==> config.mk <==
export PLATFORM = sky130hd
export DESIGN_NAME = vme_cmd_sequencer
export DESIGN_NICKNAME = d
export VERILOG_FILES = /design/src/rtl/vme_cmd_sequencer.sv
export SDC_FILE = /design/constraint.sdc
export NUM_CORES = 1
export LEC_CHECK = 0
export CORE_ASPECT_RATIO = 2
export CORE_MARGIN = 3
export CORE_UTILIZATION = 46
export CTS_BUF_LIST = sky130_fd_sc_hd__clkbuf_4 sky130_fd_sc_hd__clkbuf_8
export DETAILED_ROUTE_END_ITERATION = 6
export PLACE_DENSITY = 0.86
export SETUP_SLACK_MARGIN = 0.2
export SLEW_MARGIN = 15
export SYNTH_ARGS = -nofsm -noshare
export SYNTH_HDL_FRONTEND = slang
export SYNTH_SLANG_ARGS = --single-unit
==> constraint.sdc <==
create_clock -name clk -period 3.74 [get_ports clk]
set_clock_uncertainty 0.15 [all_clocks]
set_input_delay 0.935 -clock clk [delete_from_list [all_inputs] [get_ports clk]]
set_output_delay 0.935 -clock clk [all_outputs]
set_load 0.02 [all_outputs]
==> src/rtl/vme_cmd_sequencer.sv <==
// vme_cmd_sequencer
//
// Runs one VME bus cycle for each command word from the simulation command
// source. It drives address, data and strobes toward the TMB VME slave logic.
// It returns read data and completion status, then asks for the next command.
//
// Optional feature macro: VME_SEQ_TIMEOUT_EN
//   When defined, a DTACK watchdog forces the cycle to complete after TIMEOUT
//   cycles of waiting. Bit 31 of the result then flags a bus error, and read
//   data comes back as 16'hDEAD.
//   When undefined, the sequencer waits for DTACK indefinitely and bit 31 is
//   always 0.
//
// Parameters:
//   ADDR_SETUP      cycles of address strobe before the data strobe (1..15)
//   TIMEOUT         DTACK wait limit in cycles (8-bit counter)
//
// Ports:
//   clk             sole clock, rising edge
//   rst             synchronous active-high reset
//   start           command valid, sampled only while vme_cmd_rd=1
//   vme_cmd_reg     [15:0] offset, [23:16] base, [24] write, [25] read
//   vme_dat_reg_in  [15:0] write data
//   vme_cmd_rd      ready for next command (decoded from state)
//   vme_dat_wr      one-cycle completion strobe
//   vme_dat_reg_out [15:0] read data, [31] bus error
//   vme_adr         latched bus address
//   vme_d_out       latched write data
//   vme_d_oe        data drive enable for write cycles
//   vme_d_in        read data from slave
//   vme_as_n        address strobe, active low
//   vme_ds_n        data strobe, active low
//   vme_write_n     write qualifier, active low
//   vme_dtack_n     asynchronous acknowledge from slave, active low
module vme_cmd_sequencer #(
    parameter int ADDR_SETUP = 2,
    parameter int TIMEOUT    = 255
) (
    input  logic        clk,
    input  logic        rst,
    input  logic        start,
    input  logic [31:0] vme_cmd_reg,
    input  logic [31:0] vme_dat_reg_in,
    output logic        vme_cmd_rd,
    output logic        vme_dat_wr,
    output logic [31:0] vme_dat_reg_out,
    output logic [23:0] vme_adr,
    output logic [15:0] vme_d_out,
    output logic        vme_d_oe,
    input  logic [15:0] vme_d_in,
    output logic        vme_as_n,
    output logic        vme_ds_n,
    output logic        vme_write_n,
    input  logic        vme_dtack_n
);

    typedef enum logic [2:0] {
        IDLE,
        ADDR,
        STROBE,
        RELEASE,
        DONE
    } state_t;

    localparam logic [3:0] SETUP_LAST = 4'(ADDR_SETUP - 1);

    state_t      state;
    state_t      next_state;
    logic        dtack_meta;
    logic        dtack_s;
    logic [3:0]  setup_cnt;
    logic        cyc_write;
    logic        cyc_read;
    logic [15:0] rd_data;
    logic        bus_err;
    logic        timeout_hit;
    logic        tmo_fire;
    logic        cmd_read;
    logic        cmd_write;
    logic        next_write;
    logic        next_err;
    logic [31:0] done_word;
    logic        unused_bits;

    // Read has priority when both direction bits are set.
    assign cmd_read  = vme_cmd_reg[25];
    assign cmd_write = vme_cmd_reg[24] & ~vme_cmd_reg[25];

    assign unused_bits = ^{vme_cmd_reg[31:26], vme_dat_reg_in[31:16], 8'(TIMEOUT)};

`ifdef VME_SEQ_TIMEOUT_EN
    logic [7:0] tmo_cnt;

    // The counter restarts on every state change, so it measures the time
    // spent waiting in the current STROBE or RELEASE phase.
    always_ff @(posedge clk) begin
        if (rst) begin
            tmo_cnt <= '0;
        end else if (next_state != state) begin
            tmo_cnt <= '0;
        end else if (state == STROBE || state == RELEASE) begin
            tmo_cnt <= tmo_cnt + 8'd1;
        end
    end

    assign timeout_hit = (state == STROBE || state == RELEASE) && (tmo_cnt == 8'(TIMEOUT));
`else
    assign timeout_hit = 1'b0;
`endif

    // A real acknowledge wins over a simultaneous timeout.
    always_comb begin
        next_state = state;
        tmo_fire   = 1'b0;
        case (state)
            IDLE: begin
                if (start) begin
                    next_state = (vme_cmd_reg[25] | vme_cmd_reg[24]) ? ADDR : DONE;
                end
            end
            ADDR: begin
                if (setup_cnt == SETUP_LAST) begin
                    next_state = STROBE;
                end
            end
            STROBE: begin
                if (!dtack_s) begin
                    next_state = RELEASE;
                end else if (timeout_hit) begin
                    next_state = RELEASE;
                    tmo_fire   = 1'b1;
                end
            end
            RELEASE: begin
                if (dtack_s) begin
                    next_state = DONE;
                end else if (timeout_hit) begin
                    next_state = DONE;
                    tmo_fire   = 1'b1;
                end
            end
            DONE: begin
                next_state = IDLE;
            end
            default: begin
                next_state = IDLE;
            end
        endcase
    end

    // Outputs are registered from next_state so that they line up with the
    // state they belong to. In IDLE the direction comes straight from the
    // command word because it has not been latched yet.
    assign next_write = (state == IDLE) ? cmd_write : cyc_write;
    assign next_err   = bus_err | tmo_fire;

    always_comb begin
        done_word = 32'h0;
        if (state != IDLE) begin
            done_word[31] = next_err;
            if (cyc_read) begin
                done_word[15:0] = next_err ? 16'hDEAD : rd_data;
            end
        end
    end

    always_ff @(posedge clk) begin
        if (rst) begin
            state           <= IDLE;
            dtack_meta      <= 1'b1;
            dtack_s         <= 1'b1;
            setup_cnt       <= 4'd0;
            cyc_write       <= 1'b0;
            cyc_read        <= 1'b0;
            rd_data         <= 16'h0;
            bus_err         <= 1'b0;
            vme_dat_wr      <= 1'b0;
            vme_dat_reg_out <= 32'h0;
            vme_adr         <= 24'h0;
            vme_d_out       <= 16'h0;
            vme_d_oe        <= 1'b0;
            vme_as_n        <= 1'b1;
            vme_ds_n        <= 1'b1;
            vme_write_n     <= 1'b1;
        end else begin
            state      <= next_state;
            dtack_meta <= vme_dtack_n;
            dtack_s    <= dtack_meta;
            setup_cnt  <= (state == ADDR) ? setup_cnt + 4'd1 : 4'd0;

            if (state == IDLE && start) begin
                vme_adr   <= vme_cmd_reg[23:0];
                vme_d_out <= vme_dat_reg_in[15:0];
                cyc_write <= cmd_write;
                cyc_read  <= cmd_read;
                bus_err   <= 1'b0;
            end else if (tmo_fire) begin
                bus_err <= 1'b1;
            end

            if (state == STROBE && !dtack_s && cyc_read) begin
                rd_data <= vme_d_in;
            end

            vme_as_n    <= ~(next_state == ADDR || next_state == STROBE);
            vme_ds_n    <= ~(next_state == STROBE);
            vme_write_n <= ~(next_write && (next_state == ADDR || next_state == STROBE));
            vme_d_oe    <= next_write &&
                           (next_state == ADDR || next_state == STROBE || next_state == RELEASE);
            vme_dat_wr  <= (next_state == DONE);

            if (next_state == DONE) begin
                vme_dat_reg_out <= done_word;
            end
        end
    end

    assign vme_cmd_rd = (state == IDLE) && !rst;

endmodule
==> metrics.csv <==
metric;value;unit
grt_max_degree;70;
final_area;4840;µm²
relSlewSlack;23.4;%
netlist_area;3440;µm²
cp_max_fo;2;
routed_wl;8.76;mm
io_pins;162;
cp_slowest_cell;clkdlybuf4s50_1;
cts.sinks;88;
area_growth;40.5;%
worstSetupPathType;input pin to output port;
fin_setup_tns;0;ns
ir_worst_vdd;0.000302;V
r2r_setup_slack;1.52;ns
worstPathArrival;2.04;ns
ys_async_sr_fraction;0;%
tightest_slew;1.15;ns
post_dp_cell_area;4630;µm²
cts_tree;built;
cts_resized;0;
pwr-share-clk;33.2;%
crit_buf_inv;2;
avgViaCountPerCell;5.12;
slowest_delay;0.69;ns
finalPower;2050;µW
first_pass_iters;4;
dp.cells;593;
seq_area;1760;µm²
antenna_left;0;
nets;598;
startpoint_type;input pin;
die_area;8630;µm²
fin_crit_sh;83.6;%
fin_cells;608;
power_frac_seq;49.0;%
cts.path.max_buffers;2;
internal_power;1520;µW
ys.flop_type;dfxtp_1;
antenna_found_initial;0;
critPathCaptureType;output port;
core;7270;µm²
overflow;0;
max_freq;0.320;GHz
synthMuxAreaShare;4.98;%
die_w;67.2;µm
place.gp.congestion;0.772;
cap_violations;0;
initial_core_util;47.4;%
cts_root_buf;clkbuf_8;
drt-initial-drc-count;177;
synth_edf_count;0;
yosysWarnings;0;
wire_per_inst;14.4;µm
highest_layer;met4;
die_y;128;µm
rsz0062_at_grt;no;
setup_viol;0;
critPathTopFamily;buffers and inverters;
p_switching;539;µW
place_hpwl;6.35;mm
synthCells;405;
mostFrequentLayoutCells;clkdlybuf4s50_1 (122), nand2_1 (100), dfxtp_1 (88), a21oi_1 (58), nand3_1 (34);
final_common_cell;clkdlybuf4s50_1;
ys_ff_latch;88;
post_cts_buffers;0;
leakage;0.00175;µW
grt_usage;21.2;%
hold_ws;0.263;ns
htreeDepth;3;
synth.distinct_cells;39;
fill_cells;592;
numCtsBuffers;9;
synth-compound-area-share;13.1;%
synth_xor_xnor_area_share;0.509;%
met2_length;4.85;mm
period_minus_slack;3.12;ns
post-route-drc-count;0;
status;finished, final reports clean;
drive_above_1_share;5.43;%
swShare;26.2;%
first_global_vias;2974;
cp.required;2.65;ns
synth_top_family_by_area;simple AND/OR/NAND/NOR gates;
p_comb_share;17.9;%
grt_pass1_wl;14.0;mm
avgSynthCellArea;8.51;µm²
ctsHoldBuffers;0;
final-hold-violation-count;0;
crit_chain;buf_2 -> nor4_1 -> clkdlybuf4s50_1;
met3_length;447;µm
diodes;0;
yosys.area_share.adder;0.726;%
slew_viol_final;0;
io_buffers;123;
power.density;424;nW/µm²
cts.clk_slew.worst_paths;0.07;ns
vias;3113;
ys_seq_area_share;51.1;%
num_rows;44;
drt-met1-wl;3.22;mm
hp-class;flop to flop;
multiInputGateArea;1470;µm²
synthSimpleGateAreaFrac;21.6;%
clk_latency;0.35;ns
sequential cells by signal, summed over array words and instances (netlist names):
| register | count |
|---|---|
| vme_d_oe | 1 |
| state | 3 |
| dtack_meta | 1 |
| setup_cnt | 4 |
| vme_dat_wr | 1 |
| cyc_read | 1 |
| vme_as_n | 1 |
| vme_adr | 24 |
| rd_data | 16 |
| cyc_write | 1 |
| dtack_s | 1 |
| vme_write_n | 1 |
| vme_d_out | 16 |
| vme_dat_reg_out | 16 |
| vme_ds_n | 1 |
power by group through the flow:
| stage | registers (µW) | clock network [µW] | logic [µW] |
|---|---|---|---|
| 2_1_floorplan | 1070 | 0 | 167 |
| 3_3_place_gp | 1020 | 0 | 360 |
| 3_5_place_dp | 1030 | 0 | 367 |
| 5_1_grt | 1010 | 729 | 396 |
| 4_1_cts | 1010 | 701 | 368 |
| 6_report | 1010 | 682 | 367 |
Yosys cell counts (all sizes together), types with 2 or more instances:
cell type | n | area (µm²)
a21oi | 58 | 290
buf | 33 | 210
clkbuf | 14 | 52.6
dfxtp | 88 | 1760
ha | 2 | 25.0
inv | 2 | 7.51
mux2i | 16 | 160
nand2 | 100 | 375
nand2b | 2 | 12.5
nand3 | 34 | 170
nor2 | 8 | 30.0
nor2b | 3 | 18.8
nor3 | 4 | 20.0
nor3b | 2 | 20.0
nor4 | 2 | 12.5
o21ai | 17 | 85.1
or2 | 2 | 12.5
worst register-to-register path: cells and delay by family, from the launching register on:
kind / cells / cell delay, ns
and+or+nand+nor: 2 / 0.72
DFF: 1 / 0.64
AOI/OAI and AO/OA: 1 / 0.33
buffers and inverters: 1 / 0.27
final cells by class:
| cell class | count | area share (%) |
|---|---|---|
| Sequential cell | 88 | 36.4 |
| Multi-Input combinational cell | 283 | 30.4 |
| Timing Repair Buffer | 128 | 26.4 |
| Clock buffer | 13 | 3.57 |
| Tap cell | 92 | 2.38 |
| Clock inverter | 2 | 0.776 |
| Inverter | 2 | 0.155 |
worst paths after layout:
kind / start / to / depth (start not counted)
max: rst / vme_cmd_rd / 3
min: dtack_meta / dtack_s / 1
max reg2reg: state[2] / vme_d_oe / 4
min reg2reg: dtack_meta / dtack_s / 1
per-stage QoR:
stage          worst slack [ns]  utilization (%)
2_1_floorplan             0.921                -
3_3_place_gp              0.679             63.7
3_5_place_dp              0.632             63.7
4_1_cts                   0.630             66.6
5_1_grt                   0.599             66.6
6_report                  0.615             66.6
per-layer routing:
layer  up-vias  GRT usage (%)
met5         -              0
met4         0           9.81
met3        19           5.68
met2       107           37.2
met1      1451           23.0
li1       1536              -
cells by family (layout without fill, tap and decap cells):
logic type | after synthesis | count (layout)
AOI/OAI and AO/OA | 82 | 82
xor gates and xnor gates | 2 | 2
adders and majority gates | 2 | 2
buffers and inverters | 49 | 145
DFF | 88 | 88
muxes | 17 | 17
other | 1 | 16
and+or+nand+nor | 164 | 164
Note: power is estimated with default switching activity, not from simulation.
